**src/rtl/exhaustive_sweep_gen.sv**
```systemverilog
// Exhaustive stimulus sweeper with a 16-bit MISR response compactor.
// Define SWEEP_GRAY_EN for Gray-code pattern ordering (binary otherwise).
module exhaustive_sweep_gen #(
    parameter int IN_W  = 4,
    parameter int OUT_W = 2,
    parameter int HOLD  = 2
) (
    input  logic             clk,
    input  logic             rst_n,
    input  logic             start,
    input  logic             abort,
    input  logic [OUT_W-1:0] resp,
    input  logic [15:0]      golden,
    output logic [IN_W-1:0]  stim,
    output logic             busy,
    output logic             done,
    output logic [15:0]      signature,
    output logic             pass
);

    localparam int CW = IN_W + 1;
    localparam int HW = (HOLD > 1) ? $clog2(HOLD) : 1;
    localparam logic [CW-1:0] LAST = {1'b0, {IN_W{1'b1}}};
    localparam logic [HW-1:0] HEND = HW'(HOLD - 1);

    typedef enum logic {
        IDLE = 1'b0,
        RUN  = 1'b1
    } state_t;

    state_t        state;
    logic [CW-1:0] cnt;
    logic [HW-1:0] hold;
    logic [CW-1:0] cnt_nxt;
    logic [15:0]   sig_fold;
    logic          hold_end;
    logic          last;

    function automatic logic [IN_W-1:0] map(input logic [CW-1:0] c);
        logic [CW-1:0] t;
`ifdef SWEEP_GRAY_EN
        t = c ^ (c >> 1);
`else
        t = c;
`endif
        return t[IN_W-1:0];
    endfunction

    always_comb begin
        hold_end = (hold == HEND);
        last     = (cnt == LAST);
        cnt_nxt  = cnt + 1'b1;
        sig_fold = {signature[14:0], 1'b0}
                 ^ (signature[15] ? 16'h1021 : 16'h0000)
                 ^ 16'(resp);
    end

    always_ff @(posedge clk or negedge rst_n) begin
        if (!rst_n) begin
            state     <= IDLE;
            cnt       <= '0;
            hold      <= '0;
            stim      <= '0;
            busy      <= 1'b0;
            done      <= 1'b0;
            signature <= 16'hFFFF;
            pass      <= 1'b0;
        end else begin
            done <= 1'b0;
            unique case (state)
                IDLE: begin
                    if (start) begin
                        state     <= RUN;
                        busy      <= 1'b1;
                        cnt       <= '0;
                        hold      <= '0;
                        stim      <= map('0);
                        signature <= 16'hFFFF;
                        pass      <= 1'b0;
                    end
                end
                RUN: begin
                    // abort wins over completion and leaves the MISR untouched
                    if (abort) begin
                        state <= IDLE;
                        busy  <= 1'b0;
                        stim  <= '0;
                        cnt   <= '0;
                        hold  <= '0;
                    end else if (hold_end) begin
                        hold      <= '0;
                        signature <= sig_fold;
                        if (last) begin
                            state <= IDLE;
                            busy  <= 1'b0;
                            done  <= 1'b1;
                            pass  <= (sig_fold == golden);
                            stim  <= '0;
                            cnt   <= '0;
                        end else begin
                            cnt  <= cnt_nxt;
                            stim <= map(cnt_nxt);
                        end
                    end else begin
                        hold <= hold + 1'b1;
                    end
                end
            endcase
        end
    end

endmodule

```
**config.mk**
```make
export PLATFORM = sky130hd
export DESIGN_NAME = exhaustive_sweep_gen
export DESIGN_NICKNAME = d
export VERILOG_FILES = /design/src/rtl/exhaustive_sweep_gen.sv
export SDC_FILE = /design/constraint.sdc
export NUM_CORES = 1
export LEC_CHECK = 0
export CAP_MARGIN = 20
export CORE_MARGIN = 1.5
export CORE_UTILIZATION = 41
export DETAILED_ROUTE_END_ITERATION = 8
export PLACE_DENSITY = 0.75
export SETUP_SLACK_MARGIN = 0.4
export SYNTH_ARGS = -nofsm -noshare
export SYNTH_HDL_FRONTEND = slang
export SYNTH_SLANG_ARGS = --single-unit
```
**constraint.sdc**
```tcl
create_clock -name clk -period 1.3 [get_ports clk]
set_input_delay 0.13 -clock clk [delete_from_list [all_inputs] [get_ports clk]]
set_output_delay 0.13 -clock clk [all_outputs]
set_load 0.03 [all_outputs]
```
* Word level (Yosys, flattened, before mapping)
Cells that the tools add are included.
** Operators by class
- Add/subtract/negate cells :: 2
- Equal/unequal tests :: 8
- Bitwise gates (word level) :: 3
- Muxes and demuxes :: 37
- Reduce and logical (&&, ||, !) cells :: 4
** Operators by type and width (number)
- $mux W16 :: 3
- $pmux W16 S2 :: 1
- $mux W5 :: 4
- $mux W1 :: 18
- $eq A16 B16 Y1 :: 1
- $mux W4 :: 4
- $xor A16 B13 Y16 :: 1
- $xor A16 B2 Y16 :: 1
- $mux W13 :: 1
- $pmux W5 S2 :: 1
- $pmux W1 S2 :: 4
- $pmux W4 S2 :: 1
- $ne A3 B2 Y1 const B :: 2
- $reduce_and A3 Y1 :: 2
- $add A5 B1 Y5 const B :: 1
- $eq A5 B4 Y1 const B :: 1
- $ne A2 B1 Y1 const B :: 2
- $ne A2 B2 Y1 const B :: 2
- $reduce_and A4 Y1 :: 1
- $reduce_and A2 Y1 :: 1
- $add A1 B1 Y1 const B :: 1
- $not A1 Y1 :: 1
** Word-level totals
- Output and inout port bits :: 23
- Bits of input ports :: 22
- Word-level logic and storage cells :: 62
- Register bits after elaboration :: 30

* Logic depth before layout (Yosys ltp)
Gate-level depths: netlist of run 1.
- Word-level depth :: 8
- Mapped depth :: 6
- Mapped depth without buffers :: 5

* Worst setup path before layout of run 1
No wires, ideal clock.
- Path type :: register -> register
- From :: register signature[13]
- To :: register pass
- Path buffers :: 0
- Setup slack :: -124 ps
- Setup time :: 92 ps
- Data arrival time :: 1332 ps
- Stages on the path, launching flop included :: 5
- Period minus slack after synthesis :: 1424 ps
- Data required time :: 1208 ps
- Cells stage by stage :: dfstp_2 -> xor2_1 -> nor4_1 -> o2111ai_1 -> o31ai_2
** On the way
- Cells in the longest elaborated chain, start to end :: 7
** RTL lines
- start, declared :: line 17 : output logic [15:0] signature,
- start signal, assigned :: line 92 : signature <= sig_fold;
- $xor A16 B13 Y16 :: line 54 : ^ (signature[15] ? 16'h1021 : 16'h0000)
- $xor A16 B2 Y16 :: line 55 : ^ 16'(resp);
- $eq A16 B16 Y1 :: line 97 : pass <= (sig_fold == golden);
- $mux W1 :: line 93 : if (last) begin
- $mux W1 :: line 90 : end else if (hold_end) begin
- $mux W1 :: line 84 : if (abort) begin
- $pmux W1 S2 :: line 70 : unique case (state)
- end signal, assigned :: line 97
- end, declared :: line 18 : output logic pass
No other way between the ends. The select of a mux whose other input is x is not followed.
A chain may end at the register's enable or synchronous reset.

* Worst setup path after layout of run 1
- From :: register signature[14]
- To :: register pass
Same word-level chain as after synthesis.

==> summary.txt, run 1 <==
Run status
  – Outcome: finished with violations
  – Failing checks: setup timing

STA
  – Relative slew margins: 78.1%
  – Max Freq: 703 MHz
  – Hold Violations, Final: 0
  – Final worst slack: -123 ps
  – RSZ-0062 raised after global routing: true
  – Min Tclk post-route: 1420 ps
  – Least-Margin Pin Slew: 329 ps
  – Final Skew: 9.66 ps
  – Final Cycle Share: 109%
  – Max Slew Vio Count: 0
  – Setup Viol. Count Final: 7

Hold path
  – Hold Path Class: input port to async pin

Pwr
  – Internal: 1660 uW
  – Worst vdd ir: 0.000592 V
  – Gate power share: 35.2%
  – Final Power: 2380 uW
  – Power density cells: 942 nW/um^2
  – Flop pwr share: 40.6%
  – Clock network power share: 24.2%
  – Switching share of power: 30.4%
  – LEAKAGE: 0.00107 uW
  – Sw Pwr: 721 uW

Detailed routing
  – Wire per inst: 15.1 um
  – Vias per Instance: 5.02
  – Final wirelength: 4280 um
  – Drt first pass iters: 4
  – DR iter-0 viols: 59
  – Via count: 1422
  – Routed Antenna Nets: 0
  – Residual DRC: 0

Setup path
  – CP Data Required Time: 1560 ps
  – Slowest library cell on the worst path: dfstp_2
  – Crit-path max cell delay: 590 ps
  – CP endpoint kind: flip-flop
  – Crit start category: flip-flop
  – Crit path DAT: 1680 ps
  – CP cell instances: xor2_1 -> nor4_1 -> nand4_1 -> o31ai_2
  – CP Class: flip-flop to flip-flop
  – CP Max Fanout: 2

Die
  – Die area: 3810 um^2
  – DIE HEIGHT: 61.8 um
  – Core Region: 3310 um^2
  – Die extent in x: 61.8 um
  – I/O pins: 45
  – Std cell rows: 21
  – Initial core utilization: 42.7%

Synthesis
  – Yosys warns: 0
  – Yosys reg bits: 26
  – Avg Inst Size Synth: 9.56 um^2
  – Cells after synthesis: 148
  – Post-synthesis sequential area ratio: 47.4%
  – Synth cell types: 37
  – Syn Nets: 171
  – Cell Area, Synth: 1420 um^2

Clock network
  – Clk_lat worst skew: 340 ps
  – Clk buf depth: 2
  – CTS H-Tree Depth: 1
  – Hold Buf Count CTS: 0
  – Clk root buf: clkbuf_4
  – Cts bufs inserted: 3
  – Clock transition at the registers of the reported paths: 150 ps
  – Clock Sinks: 26
  – CTS tree: built

Final layout
  – Total of fill cells in the finished design: 239
  – Finished Cell Area: 2520 um^2
  – Post-layout util: 76.2%
  – Area Growth Syn to Fin: 78.3%
  – Most common cell after layout, fill and taps aside: buf_6
  – Commonest cells after routing, fill and taps aside: buf_6 (44), buf_4 (31), nor2_1 (26), clkdlybuf4s50_1 (21), dfstp_2 (16)
  – NumNets Final: 261
  – Share of cells above drive strength 1: 52.3%
  – Antenna diode count: 0

Placement
  – Dpl cell area: 2050 um^2
  – Pre-CTS WS: -251 ps
  – Gpl congestion: 0.826
  – DP HPWL: 2760 um
  – IO buf count: 44

Global route
  – First-pass GRT wire length: 6410 um
  – Initial antenna violation count: 0
  – Global route overflow: 0
  – Largest net degree at the start of global routing: 27
  – Vias in the first global route: 1433
  – GRT Resource Usage Total: 22.9%

Run
  – Max-cap violations: 0
-- routing by layer --
metal | up-vias | share of wire, % | GRT usage, %
li1 | 668 | - | -
met1 | 693 | 40 | 28.8
met2 | 53 | 54 | 39.5
met3 | 8 | 4.3 | 2.90
met4 | 0 | 1.8 | 10.0
met5 | - | 0 | 0
-- synth_stat cells, drive strengths merged --
cell | n | area [um^2]
o21ai | 6 | 30.0
dfstp | 16 | 420
nor4 | 2 | 12.5
nand4 | 1 | 6.26
xor2 | 17 | 149
or3b | 1 | 8.76
o21a | 1 | 7.51
and3 | 1 | 6.26
nor3b | 1 | 18.8
a21o | 1 | 7.51
nand2b | 2 | 12.5
a31oi | 1 | 6.26
inv | 2 | 7.51
a22o | 1 | 8.76
o31ai | 1 | 12.5
a21oi | 16 | 80.1
clkbuf | 1 | 3.75
or2 | 2 | 12.5
nand4b | 1 | 8.76
buf | 11 | 76.3
nand2 | 3 | 11.3
ha | 1 | 12.5
nand3 | 2 | 10.0
nor2b | 2 | 12.5
mux2i | 1 | 10.0
xnor2 | 4 | 35.0
nor3 | 5 | 30.0
dfrtp | 10 | 250
nor2 | 32 | 120
nand3b | 2 | 18.8
o2111ai | 1 | 8.76
-- power by group through the flow --
stage / sequential [uW] / clock, uW / combinational (uW)
2_1_floorplan: 1050 / 0 / 263
3_3_place_gp: 959 / 0 / 618
3_5_place_dp: 962 / 0 / 635
4_1_cts: 962 / 580 / 776
5_1_grt: 969 / 617 / 892
6_report: 964 / 576 / 836
-- area by class of cell --
| class | instances | area [um^2] | area share [%] |
|---|---|---|---|
| inverter | 2 | 7.51 | 0.297 |
| clock buffer | 3 | 22.5 | 0.892 |
| tap | 46 | 57.6 | 2.28 |
| multi-input combinational | 108 | 791 | 31.3 |
| timing repair buffer | 97 | 943 | 37.4 |
| sequential | 26 | 672 | 26.6 |
| clock inverter | 1 | 30.0 | 1.19 |
-- stage by stage --
| stage | hold WS [ps] | instances | setup TNS [ps] |
|---|---|---|---|
| detailed placement | 506 | 256 | -2720 |
| floorplan | -166 | 148 | -107 |
| CTS | 153 | 274 | -285 |
| global route | 167 | 283 | -749 |
| global placement | 469 | 256 | -1930 |
| finish | 141 | 283 | -389 |
-- cells by family after synthesis --
kind of cell               count (synthesis)  synth area share [%]
and+or+nand+nor                           57                  20.4
adders and majority gates                  1                 0.884
buffers and inverters                     14                  6.19
DFF                                       26                  47.4
muxes                                      1                 0.707
xor gates and xnor gates                  21                  13.0
AOI/OAI and AO/OA                         28                  11.4
-- state kept, by name (all words and copies together) (netlist names) --
signal	count
stim	3
hold	1
done	1
pass	1
cnt	2
state	1
signature	16
busy	1
-- what timing repair did --
action | 4_1_cts | 5_1_grt
cloned | 1 | 0
setup buffers | 13 | 9
pin swaps | 7 | 6
resized for setup | 101 | 11
endpoints found under the setup margin | 49 | 49
-- final timing paths --
path                                    start      endpoint  slack [ps]  cells after the start
worst max-delay path            signature[14]          pass        -120                      4
worst min-delay path                    rst_n        cnt[3]         140                      2
worst max register to register  signature[14]          pass        -120                      4
worst min register to register         cnt[4]        cnt[4]         540                      1
max in group asynchronous               rst_n  signature[2]         860                      2
min in group clk                      resp[1]  signature[1]         480                      3
-- critical path, delay by kind of cell (launching register included) --
kind | cells | cell delay, ps
xor gates and xnor gates | 1 | 70
DFF | 1 | 590
AOI/OAI and AO/OA | 1 | 230
and+or+nand+nor | 2 | 460
Power figures use the tool's default switching activity.
==> run 2, diff against run 1 <==
ABC_AREA = 1   (was default)
CORE_UTILIZATION = 42   (was 41)
PLACE_DENSITY = 0.76   (was 0.75)
SETUP_SLACK_MARGIN = default   (was 0.4)
==> summary.txt, run 2 <==
Clock network
  – Clk_lat worst skew: 310 ps
  – Clock Sinks: 26
  – Clock transition at the registers of the reported paths: 140 ps
  – Clk buf depth: 2
  – CTS tree: built
  – CTS H-Tree Depth: 1
  – Hold Buf Count CTS: 0
  – Cts bufs inserted: 3
  – Clk root buf: clkbuf_4

Detailed routing
  – Vias per Instance: 4.62
  – DR iter-0 viols: 57
  – Wire per inst: 11.2 um
  – Routed Antenna Nets: 0
  – Final wirelength: 3420 um
  – Drt first pass iters: 4
  – Via count: 1405
  – Residual DRC: 0

Global route
  – First-pass GRT wire length: 5580 um
  – Largest net degree at the start of global routing: 27
  – GRT Resource Usage Total: 19.7%
  – Initial antenna violation count: 0
  – Global route overflow: 0
  – Vias in the first global route: 1340

STA
  – Max Freq: 783 MHz
  – Final Cycle Share: 98.2%
  – Min Tclk post-route: 1280 ps
  – Setup Viol. Count Final: 0
  – Final Skew: 4.02 ps
  – Hold Violations, Final: 0
  – Hold slack: 143 ps
  – Least-Margin Pin Slew: 305 ps
  – RSZ-0062 raised after global routing: true
  – Relative slew margins: 79.8%
  – Max Slew Vio Count: 0

Final layout
  – Share of cells above drive strength 1: 31.8%
  – Biggest register: signature
  – NumNets Final: 282
  – Commonest cells after routing, fill and taps aside: nand2_1 (55), inv_1 (35), buf_4 (30), clkdlybuf4s50_1 (21), nor2_1 (19)
  – Largest regs: signature (16), stim (3), cnt (2)
  – Max FFs per register: 16
  – Most common cell after layout, fill and taps aside: nand2_1
  – Post-layout util: 65.2%
  – Area Growth Syn to Fin: 49.0%
  – Antenna diode count: 0

Setup path
  – Crit start category: flip-flop
  – Worst Reg2Reg Path Length in Cells: 7
  – CP Max Fanout: 4
  – CP endpoint kind: flip-flop
  – Crit path DAT: 1520 ps
  – CP Class: flip-flop to flip-flop
  – CP Data Required Time: 1550 ps

Pwr
  – Final Power: 3300 uW
  – LEAKAGE: 0.00117 uW
  – Worst vdd ir: 0.00133 V
  – Power density cells: 1520 nW/um^2

Synthesis
  – Syn Nets: 218
  – Post-synthesis sequential area ratio: 45.9%
  – Avg Inst Size Synth: 7.49 um^2
  – Number of synthesized flops with an enable pin: 0
  – Most used DFF post-synth: dfstp_2
  – Main area contributors after synthesis: dfstp_2 (29%), dfrtp_1 (17%), nand2_1 (14%), inv_1 (10%), a22oi_1 (7.2%)
  – Share of Yosys cell area claimed by the top area cell type: 28.8%
  – Top-count cell post-synth: nand2_1
  – Cell Area, Synth: 1460 um^2
  – Asr flop ratio synth: 100%
  – Cells after synthesis: 195
  – Post-synth top area cell: dfstp_2
  – Synth cell types: 24
  – Synth cell count leaders: nand2_1 (56), inv_1 (39), nor2_1 (21)
  – Yosys reg bits: 26
  – Yosys warns: 0

Die
  – I/O pins: 45
  – DIE HEIGHT: 62.0 um
  – Std cell rows: 21
  – Core Region: 3340 um^2
  – Die area: 3840 um^2
  – Initial core utilization: 43.8%
  – Die extent in x: 62.0 um

Placement
  – DP HPWL: 2660 um
  – IO buf count: 44
  – Gpl congestion: 0.832

Hold path
  – Hold Path Class: input port to async pin

Run status
  – Outcome: finished, final reports clean

Run
  – Max-cap violations: 0
## run 2: changes by cell type after synthesis, sizes merged, moves of 5 or more
| cell | change |
|---|---|
| a21oi | -12 |
| nand3 | +5 |
| xor2 | -17 |
| inv | +40 |
| buf | -5 |
| nor2 | -10 |
| a22oi | +14 |
| nand2 | +55 |
## run 2: path summary, 6_finish.rpt
kind	slack, ps	end	start
max reg2reg	20	pass	signature[15]
max	20	pass	signature[15]
max in group asynchronous	930	signature[14]	rst_n
min reg2reg	520	signature[5]	signature[5]
min in group clk	520	signature[5]	signature[5]
min	140	hold	rst_n
## run 2: metal layers
| layer | wire [um] | global-route usage [%] |
|---|---|---|
| met1 | 1490 | 24.7 |
| met2 | 1730 | 34.8 |
| met3 | 173 | 2.48 |
| met4 | 23 | 6.99 |
| met5 | 0 | 0 |
## run 2: layout make-up
class,instances,area [um^2]
tap,46,57.6
clock buffer,3,22.5
sequential,26,672
timing repair buffer,65,599
inverter,42,160
clock inverter,1,30.0
multi-input combinational,121,636
fill,299,1160
## run 2: cell families after synthesis
family,after synthesis,synth area share [%]
AO/OA/AOI/OAI,26,11.7
AND/OR/NAND/NOR,91,25.6
buffers and inverters,48,14.1
XOR/XNOR,3,1.80
adder cells (fa/ha/maj),1,0.856
flip-flops,26,45.9
## run 2: timing repair
action                                  4_1_cts  5_1_grt
gates resized for setup                      13       35
endpoints found under the setup margin        9       27
buffers inserted                              1        4
pin swaps                                     2       10
## run 2: critical path: stages, from the launching register on
cell,delay (ps)
dfstp_2,580
buf_6,120
nand2_1,60
nand3b_1,90
nand2_1,50
nor2_1,100
nand3_1,80
o21ai_1,130
## run 2: through the flow
step                cell area (um^2)  instances  setup TNS [ps]  worst slack [ps]
CTS                             2100        301               0              2.83
floorplan                       1460        195               0              1.12
global placement                2040        296           -85.1             -24.6
detailed placement              2040        296            -537             -70.6
finish                          2180        304               0              23.6
global route                    2180        304            -195             -64.5
## run 2: where the power goes
part	internal, uW	leakage [uW]	switching [uW]	total (uW)
Sequential	1030	0.000301	149	1180
Combinational	724	0.000839	863	1590
Clock	311	0.0000279	224	535
Total	2070	0.00117	1240	3300
==> run 3, diff against run 2 <==
CORE_UTILIZATION = 50   (was 42)
PLACE_DENSITY = 0.85   (was 0.76)
SETUP_SLACK_MARGIN = 0.2   (was default)
SLEW_MARGIN = 20   (was default)
clock period = 1.5 ns   (was 1.3 ns; I/O delays follow)
==> summary.txt, run 3 (same netlist as run 2, synthesis figures left out) <==
Run status
  – Outcome: finished, final reports clean

Pwr
  – Internal: 1470 uW
  – Final Power: 2560 uW
  – Flop pwr share: 40.2%
  – LEAKAGE: 0.00112 uW
  – Sw Pwr: 1090 uW
  – Gate power share: 47.9%
  – Power density cells: 1250 nW/um^2
  – Worst vdd ir: 0.00107 V
  – Switching share of power: 42.7%
  – Clock network power share: 11.9%

Global route
  – Vias in the first global route: 1313
  – Largest net degree at the start of global routing: 27
  – Initial antenna violation count: 0
  – GRT Resource Usage Total: 22.0%
  – First-pass GRT wire length: 5720 um
  – Global route overflow: 0

STA
  – Max Freq: 719 MHz
  – RSZ-0062 raised after global routing: true
  – Final Skew: 6.16 ps
  – Setup Viol. Count Final: 0
  – Final worst slack: 109 ps
  – Max Slew Vio Count: 0
  – Min Tclk post-route: 1390 ps
  – Relative slew margins: 79.0%
  – Final Cycle Share: 92.8%
  – Least-Margin Pin Slew: 316 ps
  – Hold Violations, Final: 0
  – Setup_tns: 0 ps

Detailed routing
  – Drt first pass iters: 4
  – DR iter-0 viols: 53
  – Final wirelength: 3790 um
  – Routed Antenna Nets: 0
  – Via count: 1451
  – Wire per inst: 13.2 um
  – Residual DRC: 0
  – Vias per Instance: 5.06

Placement
  – Gpl congestion: 0.848
  – IO buf count: 44
  – DP HPWL: 2490 um
  – Pre-CTS WS: 12.4 ps

Final layout
  – Share of cells above drive strength 1: 31.6%
  – Area Growth Syn to Fin: 39.6%
  – Total of fill cells in the finished design: 215
  – Commonest cells after routing, fill and taps aside: nand2_1 (49), inv_1 (36), clkdlybuf4s50_1 (21), nor2_1 (18), buf_4 (18)
  – Most common cell after layout, fill and taps aside: nand2_1
  – Area of the multi-input gates: 656 um^2
  – FF/Latch Area: 671 um^2
  – Largest regs: signature (16), stim (3), cnt (2)
  – Max FFs per register: 16
  – Antenna diode count: 0
  – NumNets Final: 280
  – Biggest register: signature

Setup path
  – CP endpoint kind: flip-flop
  – Crit path DAT: 1640 ps
  – CP Data Required Time: 1750 ps
  – CP dominant cell by count: nand2_1
  – Crit start category: flip-flop
  – CP cell instances: buf_6 -> inv_6 -> nand2_4 -> nand2_2 -> nand2_1 -> nand2_1 -> nor2_1 -> nand2_1 -> o21ai_1
  – CP Max Fanout: 4
  – Family with the most delay on the worst path: flip-flops
  – Crit-path max cell delay: 590 ps
  – WP buf/inv: 2
  – Slowest library cell on the worst path: dfstp_2
  – CP Class: flip-flop to flip-flop

Clock network
  – Clk_lat worst skew: 320 ps
  – Clock transition at the registers of the reported paths: 140 ps
  – Clk root buf: clkbuf_4
  – CTS tree: built
  – Clock Sinks: 26
  – Clk buf depth: 2
  – Hold Buf Count CTS: 0
  – Cts bufs inserted: 3
  – CTS H-Tree Depth: 1

Die
  – I/O pins: 45
  – Die area: 3260 um^2
  – DIE HEIGHT: 57.1 um
  – Std cell rows: 19
  – Die extent in x: 57.1 um
  – Initial core utilization: 53.0%
  – Core Region: 2760 um^2

Run
  – Max-cap violations: 0

Hold path
  – Hold Path Class: input port to async pin
[run 3: timing repair]
action                                  CTS  global route
endpoints found under the setup margin   29            28
pin swaps                                 4            15
buffers inserted                          3            11
gates resized for setup                  91            31
[run 3: final timing paths]
kind                                     end  depth (start not counted)           from  slack, ps
worst min-delay path                 stim[1]                          2          rst_n        180
min in group clk                        busy                          2           busy        500
max in group asynchronous       signature[4]                          2          rst_n       1020
worst min register to register          busy                          2           busy        500
worst max-delay path                    pass                          9  signature[15]        110
worst max register to register          pass                          9  signature[15]        110
[run 3: layer usage]
| metal | up-vias | wire (um) | GRT usage [%] |
|---|---|---|---|
| li1 | 723 | - | - |
| met1 | 668 | 1570 | 29.9 |
| met2 | 54 | 1900 | 36.8 |
| met3 | 6 | 263 | 3.85 |
| met4 | 0 | 53 | 5.65 |
| met5 | - | 0 | 0 |
[run 3: cell type report]
cell class                      count  area share (%)
Multi-Input combinational cell    121            32.1
Inverter                           42            8.09
Tap cell                           31            1.90
Timing Repair Buffer               63            23.7
Sequential cell                    26            32.9
Clock buffer                        4            1.29
[run 3: power by group through the flow]
| stage | Combinational (uW) | Sequential (uW) | Clock (uW) |
|---|---|---|---|
| 2_1_floorplan | 586 | 1180 | 0 |
| 3_3_place_gp | 1120 | 1020 | 0 |
| 3_5_place_dp | 1140 | 1030 | 0 |
| 4_1_cts | 1060 | 1010 | 305 |
| 5_1_grt | 1360 | 1050 | 341 |
| 6_report | 1230 | 1030 | 303 |
[run 3: through the flow]
stage	cell area [um^2]	utilization, %	std cells	hold slack [ps]
2_1_floorplan	1460	-	195	-146
3_3_place_gp	1930	70.1	269	486
3_5_place_dp	1930	70.1	269	485
4_1_cts	1910	69.3	276	188
5_1_grt	2040	74.0	287	190
6_report	2040	74.0	287	180
